==> config.mk <==
export PLATFORM = sky130hd
export DESIGN_NAME = multicycle_control_flat
export DESIGN_NICKNAME = d
export VERILOG_FILES = /design/src/rtl/mips_ctrl_pkg.sv /design/src/rtl/multicycle_control_if.sv /design/src/rtl/mem_wait_timer.sv /design/src/rtl/multicycle_control.sv /design/src/flat_wrapper.sv
export SDC_FILE = /design/constraint.sdc
export NUM_CORES = 1
export LEC_CHECK = 0
export ABC_AREA = 1
export CAP_MARGIN = 20
export CORE_MARGIN = 2
export CORE_UTILIZATION = 45
export CTS_BUF_LIST = sky130_fd_sc_hd__clkbuf_8
export CTS_CLUSTER_SIZE = 25
export DETAILED_ROUTE_END_ITERATION = 7
export MAX_ROUTING_LAYER = met4
export PLACE_DENSITY = 0.91
export REMOVE_ABC_BUFFERS = 1
export SETUP_SLACK_MARGIN = 0.15
export SYNTH_ARGS = -nofsm -noshare
export SYNTH_HDL_FRONTEND = slang
export SYNTH_SLANG_ARGS = --single-unit
==> constraint.sdc <==
create_clock -name clk -period 2.1 [get_ports clk]
set_input_delay 0.21 -clock clk [delete_from_list [all_inputs] [get_ports clk]]
set_output_delay 0.21 -clock clk [all_outputs]
set_load 0.005 [all_outputs]
==> src/rtl/mips_ctrl_pkg.sv <==
// Shared definitions for the multicycle MIPS control path: state encoding,
// opcodes, ALU operation codes and datapath mux select values.
// Also used by alu_control for the ALUOP_* codes.
package mips_ctrl_pkg;

  // Encodings 10-15 are never entered in normal operation
  typedef enum logic [3:0] {
    S_FETCH     = 4'd0,
    S_DECODE    = 4'd1,
    S_MEM_ADDR  = 4'd2,
    S_MEM_READ  = 4'd3,
    S_MEM_WB    = 4'd4,
    S_MEM_WRITE = 4'd5,
    S_R_EXEC    = 4'd6,
    S_R_WB      = 4'd7,
    S_BRANCH    = 4'd8,
    S_JUMP      = 4'd9
  } state_t;

  localparam logic [5:0] OP_RTYPE = 6'b000000;
  localparam logic [5:0] OP_LW    = 6'b100011;
  localparam logic [5:0] OP_SW    = 6'b101011;
  localparam logic [5:0] OP_BEQ   = 6'b000100;
  localparam logic [5:0] OP_J     = 6'b000010;

  localparam logic [1:0] ALUOP_ADD   = 2'b00;
  localparam logic [1:0] ALUOP_SUB   = 2'b01;
  localparam logic [1:0] ALUOP_FUNCT = 2'b10;

  localparam logic [1:0] SRCB_REG     = 2'b00;
  localparam logic [1:0] SRCB_FOUR    = 2'b01;
  localparam logic [1:0] SRCB_IMM     = 2'b10;
  localparam logic [1:0] SRCB_IMM_SL2 = 2'b11;

  localparam logic [1:0] PCSRC_ALU    = 2'b00;
  localparam logic [1:0] PCSRC_ALUOUT = 2'b01;
  localparam logic [1:0] PCSRC_JUMP   = 2'b10;

  // States in which the FSM is waiting on the memory handshake
  function automatic logic is_mem_wait_state(input state_t s);
    return (s == S_FETCH) || (s == S_MEM_READ) || (s == S_MEM_WRITE);
  endfunction

endpackage

==> src/rtl/multicycle_control_if.sv <==
// Control bundle between the multicycle control FSM and the datapath.
// master = control FSM (drives enables/selects), slave = datapath/memory.
// mem_ready is the only handshake; the FSM holds its request until it is seen.
interface multicycle_control_if;
  logic [5:0] instruction_31_26;
  logic       mem_ready;
  logic       pc_write;
  logic       pc_write_cond;
  logic [1:0] pc_source;
  logic       i_or_d;
  logic       mem_read;
  logic       mem_write;
  logic       ir_write;
  logic       mem_to_reg;
  logic       reg_dst;
  logic       reg_write;
  logic       alu_src_a;
  logic [1:0] alu_src_b;
  logic [1:0] alu_op;
  logic [3:0] state;
  logic       instr_done;
  logic       illegal_op;
  logic       mem_timeout;

  modport master (
    input  instruction_31_26, mem_ready,
    output pc_write, pc_write_cond, pc_source, i_or_d, mem_read, mem_write,
           ir_write, mem_to_reg, reg_dst, reg_write, alu_src_a, alu_src_b,
           alu_op, state, instr_done, illegal_op, mem_timeout
  );

  modport slave (
    output instruction_31_26, mem_ready,
    input  pc_write, pc_write_cond, pc_source, i_or_d, mem_read, mem_write,
           ir_write, mem_to_reg, reg_dst, reg_write, alu_src_a, alu_src_b,
           alu_op, state, instr_done, illegal_op, mem_timeout
  );
endinterface

==> src/rtl/mem_wait_timer.sv <==
// Counts memory wait cycles and flags when a wait has to be abandoned.
// Timeout is combinational in the cycle the count reaches MEM_WAIT_MAX.
// mem_ready always wins over the timeout; MEM_WAIT_MAX=0 never times out.
module mem_wait_timer #(
  parameter int MEM_WAIT_MAX = 15
) (
  input  logic clk,
  input  logic rst,
  input  logic wait_i,
  input  logic mem_ready_i,
  input  logic state_chg_i,
  output logic timeout_o
);

  localparam int CW = (MEM_WAIT_MAX > 0) ? $clog2(MEM_WAIT_MAX + 1) : 1;
  localparam logic [CW-1:0] CNT_MAX = CW'(MEM_WAIT_MAX);

  logic [CW-1:0] cnt_q, cnt_d;

  assign timeout_o = (MEM_WAIT_MAX > 0) && wait_i && !mem_ready_i && (cnt_q == CNT_MAX);

  // Clear on any state change or abandon (FETCH re-entry keeps the same state), else saturating count
  always_comb begin
    cnt_d = cnt_q;
    if (state_chg_i || timeout_o) begin
      cnt_d = '0;
    end else if (wait_i && !mem_ready_i && (cnt_q != CNT_MAX)) begin
      cnt_d = cnt_q + CW'(1);
    end
  end

  // Counter register
  always_ff @(posedge clk or posedge rst) begin
    if (rst) cnt_q <= '0;
    else     cnt_q <= cnt_d;
  end

endmodule

==> src/rtl/multicycle_control.sv <==
// Main multicycle MIPS control FSM: sequences fetch/decode/execute/mem/writeback.
// Moore outputs on state; FETCH/MEM_READ/MEM_WRITE enables qualified by mem_ready.
// Waits in memory states until mem_ready or until the wait timer abandons the access.
module multicycle_control
  import mips_ctrl_pkg::*;
#(
  parameter int MEM_WAIT_MAX = 15
) (
  input logic                  clk,
  input logic                  rst,
  multicycle_control_if.master ctrl
);

  state_t state_q, state_d;
  logic   wait_cycle;
  logic   state_chg;
  logic   timeout;
  logic   legal_op;

  assign wait_cycle = is_mem_wait_state(state_q);
  assign state_chg  = (state_d != state_q);
  assign ctrl.state = state_q;

  mem_wait_timer #(.MEM_WAIT_MAX(MEM_WAIT_MAX)) u_wait_timer (
    .clk         (clk),
    .rst         (rst),
    .wait_i      (wait_cycle),
    .mem_ready_i (ctrl.mem_ready),
    .state_chg_i (state_chg),
    .timeout_o   (timeout)
  );

  // Recognised opcodes; anything else is reported and dropped in DECODE
  always_comb begin
    legal_op = 1'b0;
    case (ctrl.instruction_31_26)
      OP_RTYPE, OP_LW, OP_SW, OP_BEQ, OP_J: legal_op = 1'b1;
      default:                              legal_op = 1'b0;
    endcase
  end

  // Next-state selection
  always_comb begin
    state_d = state_q;
    case (state_q)
      S_FETCH:     if (ctrl.mem_ready) state_d = S_DECODE;
      S_DECODE: begin
        case (ctrl.instruction_31_26)
          OP_RTYPE:     state_d = S_R_EXEC;
          OP_LW, OP_SW: state_d = S_MEM_ADDR;
          OP_BEQ:       state_d = S_BRANCH;
          OP_J:         state_d = S_JUMP;
          default:      state_d = S_FETCH;
        endcase
      end
      S_MEM_ADDR:  state_d = (ctrl.instruction_31_26 == OP_SW) ? S_MEM_WRITE : S_MEM_READ;
      S_MEM_READ: begin
        if (ctrl.mem_ready)  state_d = S_MEM_WB;
        else if (timeout)    state_d = S_FETCH;
      end
      S_MEM_WRITE: if (ctrl.mem_ready || timeout) state_d = S_FETCH;
      S_R_EXEC:    state_d = S_R_WB;
      S_MEM_WB, S_R_WB, S_BRANCH, S_JUMP: state_d = S_FETCH;
      default:     state_d = S_FETCH;
    endcase
  end

  // State register; reset aborts any instruction in flight
  always_ff @(posedge clk or posedge rst) begin
    if (rst) state_q <= S_FETCH;
    else     state_q <= state_d;
  end

  // Datapath controls decoded from state; everything forced low while in reset
  always_comb begin
    ctrl.pc_write      = 1'b0;
    ctrl.pc_write_cond = 1'b0;
    ctrl.pc_source     = PCSRC_ALU;
    ctrl.i_or_d        = 1'b0;
    ctrl.mem_read      = 1'b0;
    ctrl.mem_write     = 1'b0;
    ctrl.ir_write      = 1'b0;
    ctrl.mem_to_reg    = 1'b0;
    ctrl.reg_dst       = 1'b0;
    ctrl.reg_write     = 1'b0;
    ctrl.alu_src_a     = 1'b0;
    ctrl.alu_src_b     = SRCB_REG;
    ctrl.alu_op        = ALUOP_ADD;
    ctrl.instr_done    = 1'b0;
    ctrl.illegal_op    = 1'b0;
    ctrl.mem_timeout   = 1'b0;
    if (!rst) begin
      ctrl.mem_timeout = timeout;
      case (state_q)
        S_FETCH: begin
          ctrl.mem_read  = 1'b1;
          ctrl.alu_src_b = SRCB_FOUR;
          ctrl.ir_write  = ctrl.mem_ready;
          ctrl.pc_write  = ctrl.mem_ready;
        end
        S_DECODE: begin
          ctrl.alu_src_b  = SRCB_IMM_SL2;
          ctrl.illegal_op = !legal_op;
        end
        S_MEM_ADDR: begin
          ctrl.alu_src_a = 1'b1;
          ctrl.alu_src_b = SRCB_IMM;
        end
        S_MEM_READ: begin
          ctrl.mem_read = 1'b1;
          ctrl.i_or_d   = 1'b1;
        end
        S_MEM_WB: begin
          ctrl.reg_write  = 1'b1;
          ctrl.mem_to_reg = 1'b1;
          ctrl.instr_done = 1'b1;
        end
        S_MEM_WRITE: begin
          ctrl.mem_write  = !timeout;
          ctrl.i_or_d     = 1'b1;
          ctrl.instr_done = ctrl.mem_ready;
        end
        S_R_EXEC: begin
          ctrl.alu_src_a = 1'b1;
          ctrl.alu_op    = ALUOP_FUNCT;
        end
        S_R_WB: begin
          ctrl.reg_write  = 1'b1;
          ctrl.reg_dst    = 1'b1;
          ctrl.instr_done = 1'b1;
        end
        S_BRANCH: begin
          ctrl.alu_src_a     = 1'b1;
          ctrl.alu_op        = ALUOP_SUB;
          ctrl.pc_write_cond = 1'b1;
          ctrl.pc_source     = PCSRC_ALUOUT;
          ctrl.instr_done    = 1'b1;
        end
        S_JUMP: begin
          ctrl.pc_write   = 1'b1;
          ctrl.pc_source  = PCSRC_JUMP;
          ctrl.instr_done = 1'b1;
        end
        default: ;
      endcase
    end
  end

endmodule

==> src/flat_wrapper.sv <==
// flat-port wrapper written by rule: the top's interface ports become plain ports
module multicycle_control_flat import mips_ctrl_pkg::*;
#(
  parameter int MEM_WAIT_MAX = 15
)
  (clk, rst, ctrl_instruction_31_26, ctrl_mem_ready, ctrl_pc_write, ctrl_pc_write_cond, ctrl_pc_source, ctrl_i_or_d, ctrl_mem_read, ctrl_mem_write, ctrl_ir_write, ctrl_mem_to_reg, ctrl_reg_dst, ctrl_reg_write, ctrl_alu_src_a, ctrl_alu_src_b, ctrl_alu_op, ctrl_state, ctrl_instr_done, ctrl_illegal_op, ctrl_mem_timeout);
  multicycle_control_if ctrl_i ();
  input logic clk;
  input logic rst;
  input wire logic [$bits(ctrl_i.instruction_31_26)-1:0] ctrl_instruction_31_26;
  input wire logic [$bits(ctrl_i.mem_ready)-1:0] ctrl_mem_ready;
  output wire logic [$bits(ctrl_i.pc_write)-1:0] ctrl_pc_write;
  output wire logic [$bits(ctrl_i.pc_write_cond)-1:0] ctrl_pc_write_cond;
  output wire logic [$bits(ctrl_i.pc_source)-1:0] ctrl_pc_source;
  output wire logic [$bits(ctrl_i.i_or_d)-1:0] ctrl_i_or_d;
  output wire logic [$bits(ctrl_i.mem_read)-1:0] ctrl_mem_read;
  output wire logic [$bits(ctrl_i.mem_write)-1:0] ctrl_mem_write;
  output wire logic [$bits(ctrl_i.ir_write)-1:0] ctrl_ir_write;
  output wire logic [$bits(ctrl_i.mem_to_reg)-1:0] ctrl_mem_to_reg;
  output wire logic [$bits(ctrl_i.reg_dst)-1:0] ctrl_reg_dst;
  output wire logic [$bits(ctrl_i.reg_write)-1:0] ctrl_reg_write;
  output wire logic [$bits(ctrl_i.alu_src_a)-1:0] ctrl_alu_src_a;
  output wire logic [$bits(ctrl_i.alu_src_b)-1:0] ctrl_alu_src_b;
  output wire logic [$bits(ctrl_i.alu_op)-1:0] ctrl_alu_op;
  output wire logic [$bits(ctrl_i.state)-1:0] ctrl_state;
  output wire logic [$bits(ctrl_i.instr_done)-1:0] ctrl_instr_done;
  output wire logic [$bits(ctrl_i.illegal_op)-1:0] ctrl_illegal_op;
  output wire logic [$bits(ctrl_i.mem_timeout)-1:0] ctrl_mem_timeout;
  assign ctrl_i.instruction_31_26 = ctrl_instruction_31_26;
  assign ctrl_i.mem_ready = ctrl_mem_ready;
  assign ctrl_pc_write = ctrl_i.pc_write;
  assign ctrl_pc_write_cond = ctrl_i.pc_write_cond;
  assign ctrl_pc_source = ctrl_i.pc_source;
  assign ctrl_i_or_d = ctrl_i.i_or_d;
  assign ctrl_mem_read = ctrl_i.mem_read;
  assign ctrl_mem_write = ctrl_i.mem_write;
  assign ctrl_ir_write = ctrl_i.ir_write;
  assign ctrl_mem_to_reg = ctrl_i.mem_to_reg;
  assign ctrl_reg_dst = ctrl_i.reg_dst;
  assign ctrl_reg_write = ctrl_i.reg_write;
  assign ctrl_alu_src_a = ctrl_i.alu_src_a;
  assign ctrl_alu_src_b = ctrl_i.alu_src_b;
  assign ctrl_alu_op = ctrl_i.alu_op;
  assign ctrl_state = ctrl_i.state;
  assign ctrl_instr_done = ctrl_i.instr_done;
  assign ctrl_illegal_op = ctrl_i.illegal_op;
  assign ctrl_mem_timeout = ctrl_i.mem_timeout;
  multicycle_control #(.MEM_WAIT_MAX(MEM_WAIT_MAX)) u_core (.clk(clk), .rst(rst), .ctrl(ctrl_i));
endmodule
## Word level (Yosys, flattened, before mapping)

Cells that the tools add are included.

| word-level totals | value |
|---|---|
| memory bits (read-only) | 0 |
| bits of input ports | 9 |
| logic and storage cells | 80 |
| latch bits | 0 |
| memories kept | 0 |
| output and inout port bits | 23 |
| register bits | 8 |
| bits in writable memories | 0 |

| operators by class | value |
|---|---|
| add/sub/neg operators | 1 |
| $mul | 0 |
| shift operators | 0 |
| muxes and demuxes | 41 |
| eq/ne operators | 16 |
| reductions and logical operators | 20 |
| div/mod/pow operators | 0 |
| $lt $le $gt $ge | 0 |
| bitwise gates (word level) | 0 |

Operators by type and width:

| operator | count |
|---|---|
| 1-bit 2-to-1 mux | 24 |
| 4-bit 2-to-1 mux | 6 |
| 4-bit one-hot mux with 6 select lines | 1 |
| 4-bit by 3-bit == test with 1-bit output, second input constant | 4 |
| 4-bit one-hot mux with 4 select lines | 1 |
| 4-bit == test, second input constant | 3 |
| 6-bit == test, second input constant | 2 |
| 4-bit by 2-bit == test with 1-bit output, second input constant | 2 |
| 2-bit one-hot mux with 2 select lines | 2 |
| 2-bit OR reduction | 4 |
| 6-bit by 2-bit == test with 1-bit output, second input constant | 1 |
| 6-bit by 3-bit == test with 1-bit output, second input constant | 1 |
| 6-bit logical NOT | 1 |
| 2-bit 2-to-1 mux | 3 |
| 2-bit one-hot mux with 3 select lines | 1 |
| 5-bit OR reduction | 1 |
| 4-bit by 1-bit adder with 4-bit output, second input constant | 1 |
| 4-bit by 1-bit == test with 1-bit output, second input constant | 1 |
| 4-bit logical NOT | 1 |
| 1-bit logical OR | 4 |
| 4-bit inequality test | 1 |
| 4-bit inequality test, second input constant | 1 |
| 1-bit one-hot mux with 2 select lines | 2 |
| 4-bit OR reduction | 1 |
| 5 further kinds | 9 |

## Depth between registers and ports, before layout

Gate-level depths: netlist of the first run.

| logic depth | value |
|---|---|
| depth after elaboration | 11 |
| depth in mapped cells | 8 |
| depth with buffers taken out | 8 |

## By module

A second synthesis of the first run with hierarchy kept.

| unflattened totals | value |
|---|---|
| cells, all modules | 138 |
| area, all modules | 807.0 µm² |

Modules (own cells, without submodules):

| module | cells an instance | seq. area each (µm²) | times used | area each (µm²) |
|---|---|---|---|---|
| multicycle_control | 107 | 100.1 | 1 | 574.3 |
| mem_wait_timer | 31 | 100.1 | 1 | 232.7 |

## Worst setup path before layout of the first run

OpenSTA, ideal clock, no wires.

| timing path | value |
|---|---|
| path kind | reg2out |
| from | register u_core.state_q[1] (netlist: u_core.ctrl.state[1]) |
| to | output ctrl_pc_source[0] |
| required time | 1.890 ns |
| setup slack | 0.789 ns |
| arrival time | 1.101 ns |
| cell stages (with the launch flop) | 6 |
| path buffers | 2 |
| cells stage by stage | dfrtp_1 > buf_6 > nor2_1 > nand2_1 > nor2_1 > buf_4 |

| on the way | value |
|---|---|
| cells in the longest elaborated chain, start to end | 3 |
| elaborated cells between the ends (all ways) | 4 |
| those cells by class | eq/ne: 2; mux: 2 |

Ends and longest elaborated chain:

| what | line | source |
|---|---|---|
| from (decl) | multicycle_control.sv:14 | `state_t state_q, state_d;` |
| from (signal assigned) | multicycle_control.sv:71 | `else state_q <= state_d;` |
| 4-bit == test | multicycle_control.sv:94 | `case (state_q)` |
| 2-bit one-hot mux with 2 select lines * | multicycle_control.sv:94 |  |
| 2-bit 2-to-1 mux * | multicycle_control.sv:92 | `if (!rst) begin` |
| to (decl) | flat_wrapper.sv:14 | `output wire logic [$bits(ctrl_i.pc_source)-1:0] ctrl_pc_source;` |

Mark *: on every way between the ends. The rest lies on a longest branch, timed or not.

## Worst setup path in the final report of the first run

| timing path | value |
|---|---|
| from | register u_core.state_q[1] (netlist: u_core.ctrl.state[1]) |
| to | output ctrl_alu_src_a |

| on the way | value |
|---|---|
| cells in the longest elaborated chain, start to end | 4 |
| elaborated cells between the ends (all ways) | 6 |
| those cells by class | eq/ne: 3; mux: 2; reduce/logical: 1 |

Ends and longest elaborated chain:

| what | line | source |
|---|---|---|
| 4-bit == test, or another cell as far along | multicycle_control.sv:94 |  |
| 3-bit OR reduction (no line) * | n/a |  |
| 1-bit 2-to-1 mux * | multicycle_control.sv:94 |  |
| 1-bit 2-to-1 mux * | multicycle_control.sv:92 |  |
| to (decl) | flat_wrapper.sv:22 | `output wire logic [$bits(ctrl_i.alu_src_a)-1:0] ctrl_alu_src_a;` |

Marked as above.

==> results of run 1 <==
-- flip-flops by register name (all words and copies together), names as in the netlist --
register,flops
u_core.ctrl.state,4
u_core.u_wait_timer.cnt_q,4
-- kinds of logic after synthesis --
logic type / count (synthesis) / share of synthesized area, %
AND/OR/NAND/NOR: 68 / 48.7
AO/OA/AOI/OAI: 12 / 9.17
XOR/XNOR: 2 / 2.33
flip-flops: 8 / 26.7
buffers and inverters: 20 / 11.5
adder cells (fa/ha/maj): 1 / 1.67
-- worst reg2reg max path, delay by kind of cell (launching register included) --
kind / cells / cell delay [ns]
DFF: 1 / 0.45
and+or+nand+nor: 4 / 0.32
AOI/OAI and AO/OA: 2 / 0.27
buffers and inverters: 2 / 0.24
-- final timing paths --
check,start,end,cells after the start
worst min-delay path,rst,u_core.u_wait_timer.cnt_q[3],3
max in group asynchronous,rst,u_core.ctrl.state[3],3
worst min register to register,u_core.u_wait_timer.cnt_q[0],u_core.u_wait_timer.cnt_q[0],1
worst max-delay path,u_core.ctrl.state[1],ctrl_alu_src_a,6
worst max register to register,u_core.ctrl.state[1],u_core.ctrl.state[0],8
min in group clk,u_core.u_wait_timer.cnt_q[0],u_core.u_wait_timer.cnt_q[0],1
-- cell type report --
type,count,area (µm²)
fillers,90,335
multi-input cells,83,489
repair buffers,40,387
flip-flops and latches,8,205
well taps,16,20.0
clock buffers,3,41.3
inverters,17,63.8
-- repair_timing --
| action | in CTS | in global routing |
|---|---|---|
| endpoints found under the setup margin | 10 | 12 |
| endpoints found under the hold margin | 0 | 0 |
| setup buffers | 7 | 0 |
| gates resized for setup | 11 | 9 |
| pin swaps | 3 | 0 |
| hold buffers | 0 | 0 |
-- cell usage in the layout, fill, tap and decap left out --
cell type        count
dfrtp_1              4
nand2_4              2
nand3b_4             1
o21ai_1              1
a41oi_1              1
o21ai_0              2
xor2_1               1
xnor2_1              1
nand3_2              1
nor4_2               1
clkbuf_8             3
ha_1                 1
a21oi_2              3
inv_1               13
inv_2                4
nor2_4               3
clkdlybuf4s50_1     25
nor4_1               1
nand3_4              1
clkbuf_2             1
buf_12               1
nor2_1              19
nand3_1              6
dlymetal6s2s_1       2
dfrtp_2              4
buf_4                8
o22ai_1              1
dlygate4sd2_1        3
nand2_1             19
nand4_1              3
and3_1               1
a21oi_1              4
nand2_2              3
nor2_2               7
-- per-layer routing --
metal / up-vias / global-route usage (%)
li1: 435 / -
met4: 0 / 6.47
met3: 2 / 5.20
met1: 414 / 32.2
met2: 41 / 42.0
met5: - / -
-- through the flow --
| step | setup WS (ns) | utilization [%] |
|---|---|---|
| after floorplan | 0.803 | - |
| after global placement | 0.210 | 69.6 |
| after detailed placement | 0.160 | 69.6 |
| after CTS | 0.155 | 77.2 |
| after global routing | 0.0468 | 78.2 |
| final | 0.101 | 78.2 |
-- power by group --
| part | switching (mW) | total [mW] | internal, mW |
|---|---|---|---|
| Sequential | 0.0255 | 0.198 | 0.173 |
| Combinational | 0.148 | 0.280 | 0.132 |
| Clock | 0.0574 | 0.181 | 0.124 |
==> results_dict.tcl, run 1 <==
set metrics [dict create \
    wl_met2_mm 1.22 \
    seq_area_frac_synth_pct 26.7 \
    worstHoldPathType "primary input to asynchronous set/reset pin" \
    cts_tree "done" \
    coreArea_um2 1540 \
    syn_area_per_cell_um2 6.76 \
    drt-pass1-iter-count 4 \
    route.detailed.drc 0 \
    cts.sinks 8 \
    fin_worst_skew_ns 0.00704 \
    gp_congestion 0.903 \
    vias_per_cell 5.34 \
    r2r_setup_slack_ns 0.77 \
    grt_overflow_total 0 \
    dieHeight_um 44.8 \
    synth-edff-count 0 \
    drt_iter0_drc 40 \
    synth_top_flop_cell "dfrtp_1" \
    totalPowerFinal_uw 660 \
    holdWs_ns 0.235 \
    pin_count 32 \
    finalWirelength_mm 2.35 \
    synthArstFlopShare_pct 100 \
    area_growth_pct 60.7 \
    crit_arrival_ns 1.79 \
    finalHoldViolations 0 \
    critical_path_buf_inv_count 3 \
    cpPeakStageDelay_ns 0.52 \
    io_buffers 31 \
    p_leak_nw 0.602 \
    synth.top_cells.by_count "nor2_1 (21), nand2_1 (20), inv_1 (14)" \
    grt_max_degree 9 \
    postSynthCellCount 111 \
    path_clk_slew_ns 0.04 \
    ys_types 29 \
    yosys-top-cells-area "dfrtp_1 (27%), nor2_1 (10%), nand2_1 (10%)" \
    place_area_um2 1070 \
    cts_root_buf "clkbuf_8" \
    maxSlewViolCount 0 \
    synth_area_leader_cell "dfrtp_1" \
    synth_most_common_cell "nor2_1" \
    synth_area_um2 751 \
    place_inst 157 \
    grt.total_usage_pct 25.5 \
    grt_pass1_wl_mm 3.68 \
    worstSetupPathType "register to output pin" \
    htreeDepth 1 \
    slowest_stage "clkdlybuf4s50_1" \
    dp_hpwl_mm 1.64 \
    clk_latency_ns 0.23 \
    outcome "complete, no violations" \
    grt_pass1_vias 826 \
    drtAntennaViolNets 0 \
    crit_family "buffers and inverters" \
    wl_met3_um 171 \
    drt-met1-wl_um 953 \
    rsz0062_at_grt "yes" \
    slew_headroom_pct 74.2 \
    final_nets 163 \
    cp-start-kind "register" \
    cap_viol_max_count 0 \
    die_w_um 44.8 \
    setup_tns_ns 0 \
    stdcell_area_um2 1210 \
    wl_per_cell_um 14.1 \
    fin_crit_sh_pct 95.2 \
    ys_seq_elements 8 \
    num_antenna_cells 0 \
    rows 14 \
    setup_violations 0 \
    max_freq_mhz 500 \
    antenna_found_initial 0 \
    initial_utilization_pct 48.7 \
    ys.warnings.count 0 \
    netlist.area_leader.share_pct 26.7 \
    cts-buffers-inserted 3 \
    cp.required_ns 1.89 \
    drive_above_1_share_pct 28.5 \
    path_cells "buf_4, nand2_2, nor2_1, inv_1, a21oi_2, clkdlybuf4s50_1" \
    worst_slew_pin_slew_ns 0.386 \
    via_count 892 \
    end_kind "output pin" \
    peakVddDrop_uv 487 \
    layout_min_cycle_time_ns 2.00 \
    dieArea_um2 2010 \
    stdcell_count 167 \
    power_density_nw_per_um2 547 \
    worst-path-max-fanout 6 \
    clk_path_buf_depth 2 \
    top_layer "met4" \
]
Note: power is estimated with default switching activity, not from simulation.
==> run 2, diff against run 1 <==
Settings changed: CORE_UTILIZATION 45 to 30, PLACE_DENSITY 0.91 to 0.67, SLEW_MARGIN set to 20.
==> run 2 against run 1 <==
  * Total power fell by 1.3%
  * Utilization fell by 27 points
  * Maximum frequency rose by 5.5%
  * Die area rose by 45%
  * Register-to-register slack improved by 0.09 ns
  * Combinational power fell by 1%
  * Design area rose by 3.5%
  * Sequential share of layout area fell by 0.58 points
  * First-iteration DRC count fell by 73%
  * Critical path type unchanged
  * Critical endpoint is now ctrl_alu_src_b[0]
  * Highest routed layer unchanged
==> results_dict.tcl, run 2 (synthesis gave the netlist of run 1 again) <==
set metrics [dict create \
    fin_worst_skew_ns 0.00169 \
    finalWirelength_mm 2.06 \
    peakVddDrop_uv 433 \
    wl_per_cell_um 11.4 \
    area_growth_pct 66.3 \
    stdcell_area_um2 1250 \
    rows 18 \
    setup_violations 0 \
    power_density_nw_per_um2 521 \
    cp-start-kind "register" \
    dp_hpwl_mm 1.58 \
    io_buffers 31 \
    gp_congestion 0.848 \
    worstSetupPathType "register to output pin" \
    crit_family "buffers and inverters" \
    outcome "complete, no violations" \
    slew_headroom_pct 86.7 \
    final_cell_mix "clkdlybuf4s50_1 (22), nor2_1 (19), nand2_1 (18), inv_1 (13), buf_4 (8)" \
    initial_utilization_pct 30.9 \
    clk_path_buf_depth 2 \
    worstHoldPathType "primary input to asynchronous set/reset pin" \
    cts_tree "done" \
    die_w_um 54.0 \
    cpPeakStageDelay_ns 0.53 \
    layout_min_cycle_time_ns 1.89 \
    setup_tns_ns 0 \
    drive_above_1_share_pct 30.5 \
    grt.total_usage_pct 16.3 \
    path_clk_slew_ns 0.04 \
    final_common_cell "clkdlybuf4s50_1" \
    cts-buffers-inserted 3 \
    multi_input_area_um2 507 \
    p_leak_nw 0.649 \
    drt-pass1-iter-count 4 \
    route.detailed.drc 0 \
    cts_root_buf "clkbuf_8" \
    worst-path-max-fanout 5 \
    critical_path_buf_inv_count 2 \
    worst_slew_pin_slew_ns 0.200 \
    dieArea_um2 2920 \
    crit_arrival_ns 1.68 \
    grt_pass1_wl_mm 3.39 \
    num_antenna_cells 0 \
    fillCellCount 251 \
    pin_count 32 \
    vias_per_cell 4.69 \
    grt_overflow_total 0 \
    maxSlewViolCount 0 \
    coreArea_um2 2430 \
    path_cells "nor2_4, buf_4, nand2_1, nor2_1, clkdlybuf4s50_1" \
    cap_viol_max_count 0 \
    htreeDepth 1 \
    cts.sinks 8 \
    dieHeight_um 54.0 \
    clk_latency_ns 0.22 \
    end_kind "output pin" \
    final_nets 163 \
    fin_crit_sh_pct 90.2 \
    place_area_um2 1090 \
    grt_max_degree 12 \
    drt_iter0_drc 11 \
    antenna_found_initial 0 \
    drtAntennaViolNets 0 \
    cts_hold_buf 0 \
    via_count 849 \
    cp.required_ns 1.89 \
    max_freq_mhz 528 \
    grt_pass1_vias 834 \
    seq_area_um2 205 \
    finalHoldViolations 0 \
    rsz0062_at_grt "no" \
    slowest_stage "clkdlybuf4s50_1" \
]
-- run 2: changes by cell type in the layout (fill, tap and decap cells not counted), moves of 2 or more --
| cell | before | now |
|---|---|---|
| nand2_2 | 3 | 5 |
| dlymetal6s2s_1 | 2 | 4 |
| clkdlybuf4s50_1 | 25 | 22 |
| dlygate4sd2_1 | 3 | 5 |
-- run 2: final timing paths --
check	startpoint	to	slack (ns)	cells after the start
min in group clk	u_core.u_wait_timer.cnt_q[0]	u_core.u_wait_timer.cnt_q[0]	0.47	1
max in group asynchronous	rst	u_core.ctrl.state[2]	1.49	3
max	u_core.ctrl.state[3]	ctrl_alu_src_b[0]	0.21	5
max reg2reg	u_core.ctrl.state[3]	u_core.ctrl.state[1]	0.86	7
min reg2reg	u_core.u_wait_timer.cnt_q[0]	u_core.u_wait_timer.cnt_q[0]	0.47	1
min	rst	u_core.u_wait_timer.cnt_q[2]	0.47	3
-- run 2: metrics by stage --
step / util [%] / hold WS (ns) / std cells / power [mW] / setup slack [ns]
3_5_place_dp: 44.9 / 0.459 / 171 / 0.441 / 0.162
3_3_place_gp: 44.9 / 0.461 / 171 / 0.438 / 0.188
5_1_grt: 51.3 / 0.496 / 181 / 0.702 / 0.122
4_1_cts: 49.6 / 0.466 / 180 / 0.640 / 0.144
6_report: 51.3 / 0.474 / 181 / 0.651 / 0.206
2_1_floorplan: - / 0.0504 / 108 / 0.338 / 0.803
-- run 2: worst min-delay path, stage by stage --
cell and delay [ns]:
clkdlybuf4s50_1 0.47, inv_1 0.16, buf_4 0.19
-- run 2: final cells by class --
type	count	share of cell area [%]
Multi-Input combinational cell	83	40.6
Timing Repair Buffer	40	31.6
Sequential cell	8	16.4
Inverter	17	5.11
Clock buffer	3	3.31
Tap cell	30	3.01
-- run 2: repair_timing --
item	4_1_cts	5_1_grt
pin swaps	4	3
setup buffers	6	1
gates resized for setup	13	12
setup endpoints to repair	9	7
-- run 2: layer usage --
layer	up-vias	global-route usage, %	routed length [µm]
met5	-	-	0
met4	0	8.33	48
met3	6	2.50	137
met2	29	26.8	966
met1	381	19.2	906
li1	433	-	-
-- run 2: power by group --
| group | switching [mW] | internal, mW |
|---|---|---|
| clock network | 0.0526 | 0.123 |
| registers | 0.0264 | 0.173 |
| logic | 0.143 | 0.133 |
==> run 3, diff against run 2 <==
--- a/config.mk
+++ b/config.mk
@@ -12,2 +12,3 @@
 export CTS_BUF_LIST = sky130_fd_sc_hd__clkbuf_8
+export CTS_CLUSTER_DIAMETER = 40
 export CTS_CLUSTER_SIZE = 25
==> constraint.sdc (replaced) <==
create_clock -name clk -period 2.1 [get_ports clk]
set_input_delay 0.42 -clock clk [delete_from_list [all_inputs] [get_ports clk]]
set_output_delay 0.42 -clock clk [all_outputs]
set_load 0.005 [all_outputs]
==> run 3 against run 2 <==
  * Clock-buffer cell count stayed put
  * Clock skew is 0.0011 ns higher
  * Die area stayed put
  * Design area rose by 16%
  * Total power grew 12%
  * Maximum frequency is 4.5% lower
  * Sequential share of layout area is 2.2 points lower
  * Cell count is 14% higher
==> results_dict.tcl, run 3 (synthesis gave the netlist of run 1 again) <==
set metrics [dict create \
    r2r_setup_slack_ns 0.63 \
    slew_headroom_pct 82.8 \
    grt_max_degree 11 \
    startpoint "u_core.ctrl.state[1]" \
    r2r-end "u_core.ctrl.state[1]" \
    cts_root_buf "clkbuf_8" \
    vias_per_cell 4.77 \
    place_inst 181 \
    worstHoldPathType "register to register" \
    coreArea_um2 2430 \
    final_nets 189 \
    wl_per_cell_um 12.9 \
    drive_above_1_share_pct 46.9 \
    cap_viol_max_count 0 \
    initial_utilization_pct 30.9 \
    dp_slack_ns -0.313 \
    path_clk_slew_ns 0.04 \
    cts-buffers-inserted 3 \
    worst_slew_pin_slew_ns 0.258 \
    cp.required_ns 1.68 \
    drtAntennaViolNets 0 \
    dieArea_um2 2920 \
    dieHeight_um 54.0 \
    worstSetupEndpoint "ctrl_i_or_d" \
    rows 18 \
    num_antenna_cells 0 \
    drt_iter0_drc 22 \
    fin_worst_skew_ns 0.00279 \
    route.detailed.drc 0 \
    r2r-start "u_core.ctrl.state[1]" \
    die_w_um 54.0 \
    setup_violations 0 \
    peakVddDrop_uv 410 \
    maxSlewViolCount 0 \
    rsz0062_at_grt "yes" \
    via_count 988 \
    clk_path_buf_depth 2 \
    area_growth_pct 92.7 \
    layout_min_cycle_time_ns 1.98 \
    grt_pass1_wl_mm 3.93 \
    pin_count 32 \
    finalWirelength_mm 2.67 \
    clk_latency_ns 0.22 \
    fin_crit_sh_pct 94.4 \
    io_buffers 31 \
    gp_congestion 0.915 \
    fin_ws_ns 0.117 \
    outcome "complete, no violations" \
    worstRegToRegCells 9 \
    antenna_found_initial 0 \
    power_density_nw_per_um2 505 \
    grt_overflow_total 0 \
    end_kind "output pin" \
    finalHoldViolations 0 \
    drt-pass1-iter-count 4 \
    max_freq_mhz 504 \
    worst-path-max-fanout 4 \
    cp-start-kind "register" \
    final_cell_mix "buf_4 (32), nand2_1 (17), nor2_1 (15), dlygate4sd2_1 (15), inv_1 (12)" \
    final_common_cell "buf_4" \
    stdcell_count 207 \
    dp_hpwl_mm 1.75 \
    cts.sinks 8 \
    grt_pass1_vias 937 \
    p_leak_nw 0.834 \
    worstSetupPathType "register to output pin" \
    grt.total_usage_pct 19.4 \
    htreeDepth 1 \
    crit_arrival_ns 1.56 \
    cts_tree "done" \
]
==> run 3: worst min path at each step <==
| stage | startpoint | to | slack [ns] | cells after the start |
|---|---|---|---|---|
| 3_3_place_gp | u_core.u_wait_timer.cnt_q[0] | u_core.u_wait_timer.cnt_q[0] | 0.46 | 1 |
| 2_1_floorplan | rst | u_core.ctrl.state[0] | 0.26 | 1 |
| 6_report | u_core.u_wait_timer.cnt_q[0] | u_core.u_wait_timer.cnt_q[0] | 0.54 | 2 |
| 4_1_cts | rst | u_core.ctrl.state[0] | 0.54 | 4 |
| 3_5_place_dp | u_core.u_wait_timer.cnt_q[0] | u_core.u_wait_timer.cnt_q[0] | 0.46 | 1 |
| 5_1_grt | u_core.u_wait_timer.cnt_q[0] | u_core.u_wait_timer.cnt_q[0] | 0.57 | 2 |
==> run 3: stage by stage <==
step / hold WS (ns) / TNS (ns) / total power [mW] / instance area (µm²) / utilization, %
after floorplan: 0.260 / 0 / 0.338 / 728 / -
after global placement: 0.457 / -2.07 / 0.461 / 1170 / 47.9
after detailed placement: 0.463 / -1.90 / 0.467 / 1170 / 47.9
after CTS: 0.536 / 0 / 0.719 / 1370 / 56.4
after global routing: 0.567 / 0 / 0.781 / 1450 / 59.5
final: 0.543 / 0 / 0.730 / 1450 / 59.5
==> run 3: repair_timing <==
| item | 4_1_cts | 5_1_grt |
|---|---|---|
| pin swaps | 6 | 7 |
| endpoints found under the hold margin | 0 | 0 |
| hold buffers | 0 | 0 |
| resized for setup | 49 | 19 |
| setup buffers | 17 | 6 |
| setup endpoints to repair | 19 | 9 |
==> run 3: final cells by class <==
class	instances	area [µm²]
Sequential cell	8	205
Inverter	17	63.8
Fill cell	221	986
Timing Repair Buffer	66	558
Multi-Input combinational cell	83	541
Clock buffer	3	41.3
Tap cell	30	37.5
==> run 3: where the power goes <==
part           internal [mW]  switching [mW]
sequential             0.173          0.0198
combinational          0.179           0.180
clock                  0.124          0.0548
total                  0.476           0.254
==> run 3: routing by layer <==
metal	global-route usage (%)	vias to the layer above	routed length, µm
li1	-	490	-
met1	20.0	441	1010
met2	35.4	51	1400
met3	3.06	6	203
met4	9.58	0	46
met5	-	-	0
==> run 3: worst max-delay path, stage by stage (launching register included) <==
cell and delay [ns]:
dfrtp_2 0.43, buf_4 0.16, nor2_4 0.12, nand2_2 0.09, buf_4 0.14, a21oi_1 0.13, dlygate4sd2_1 0.25
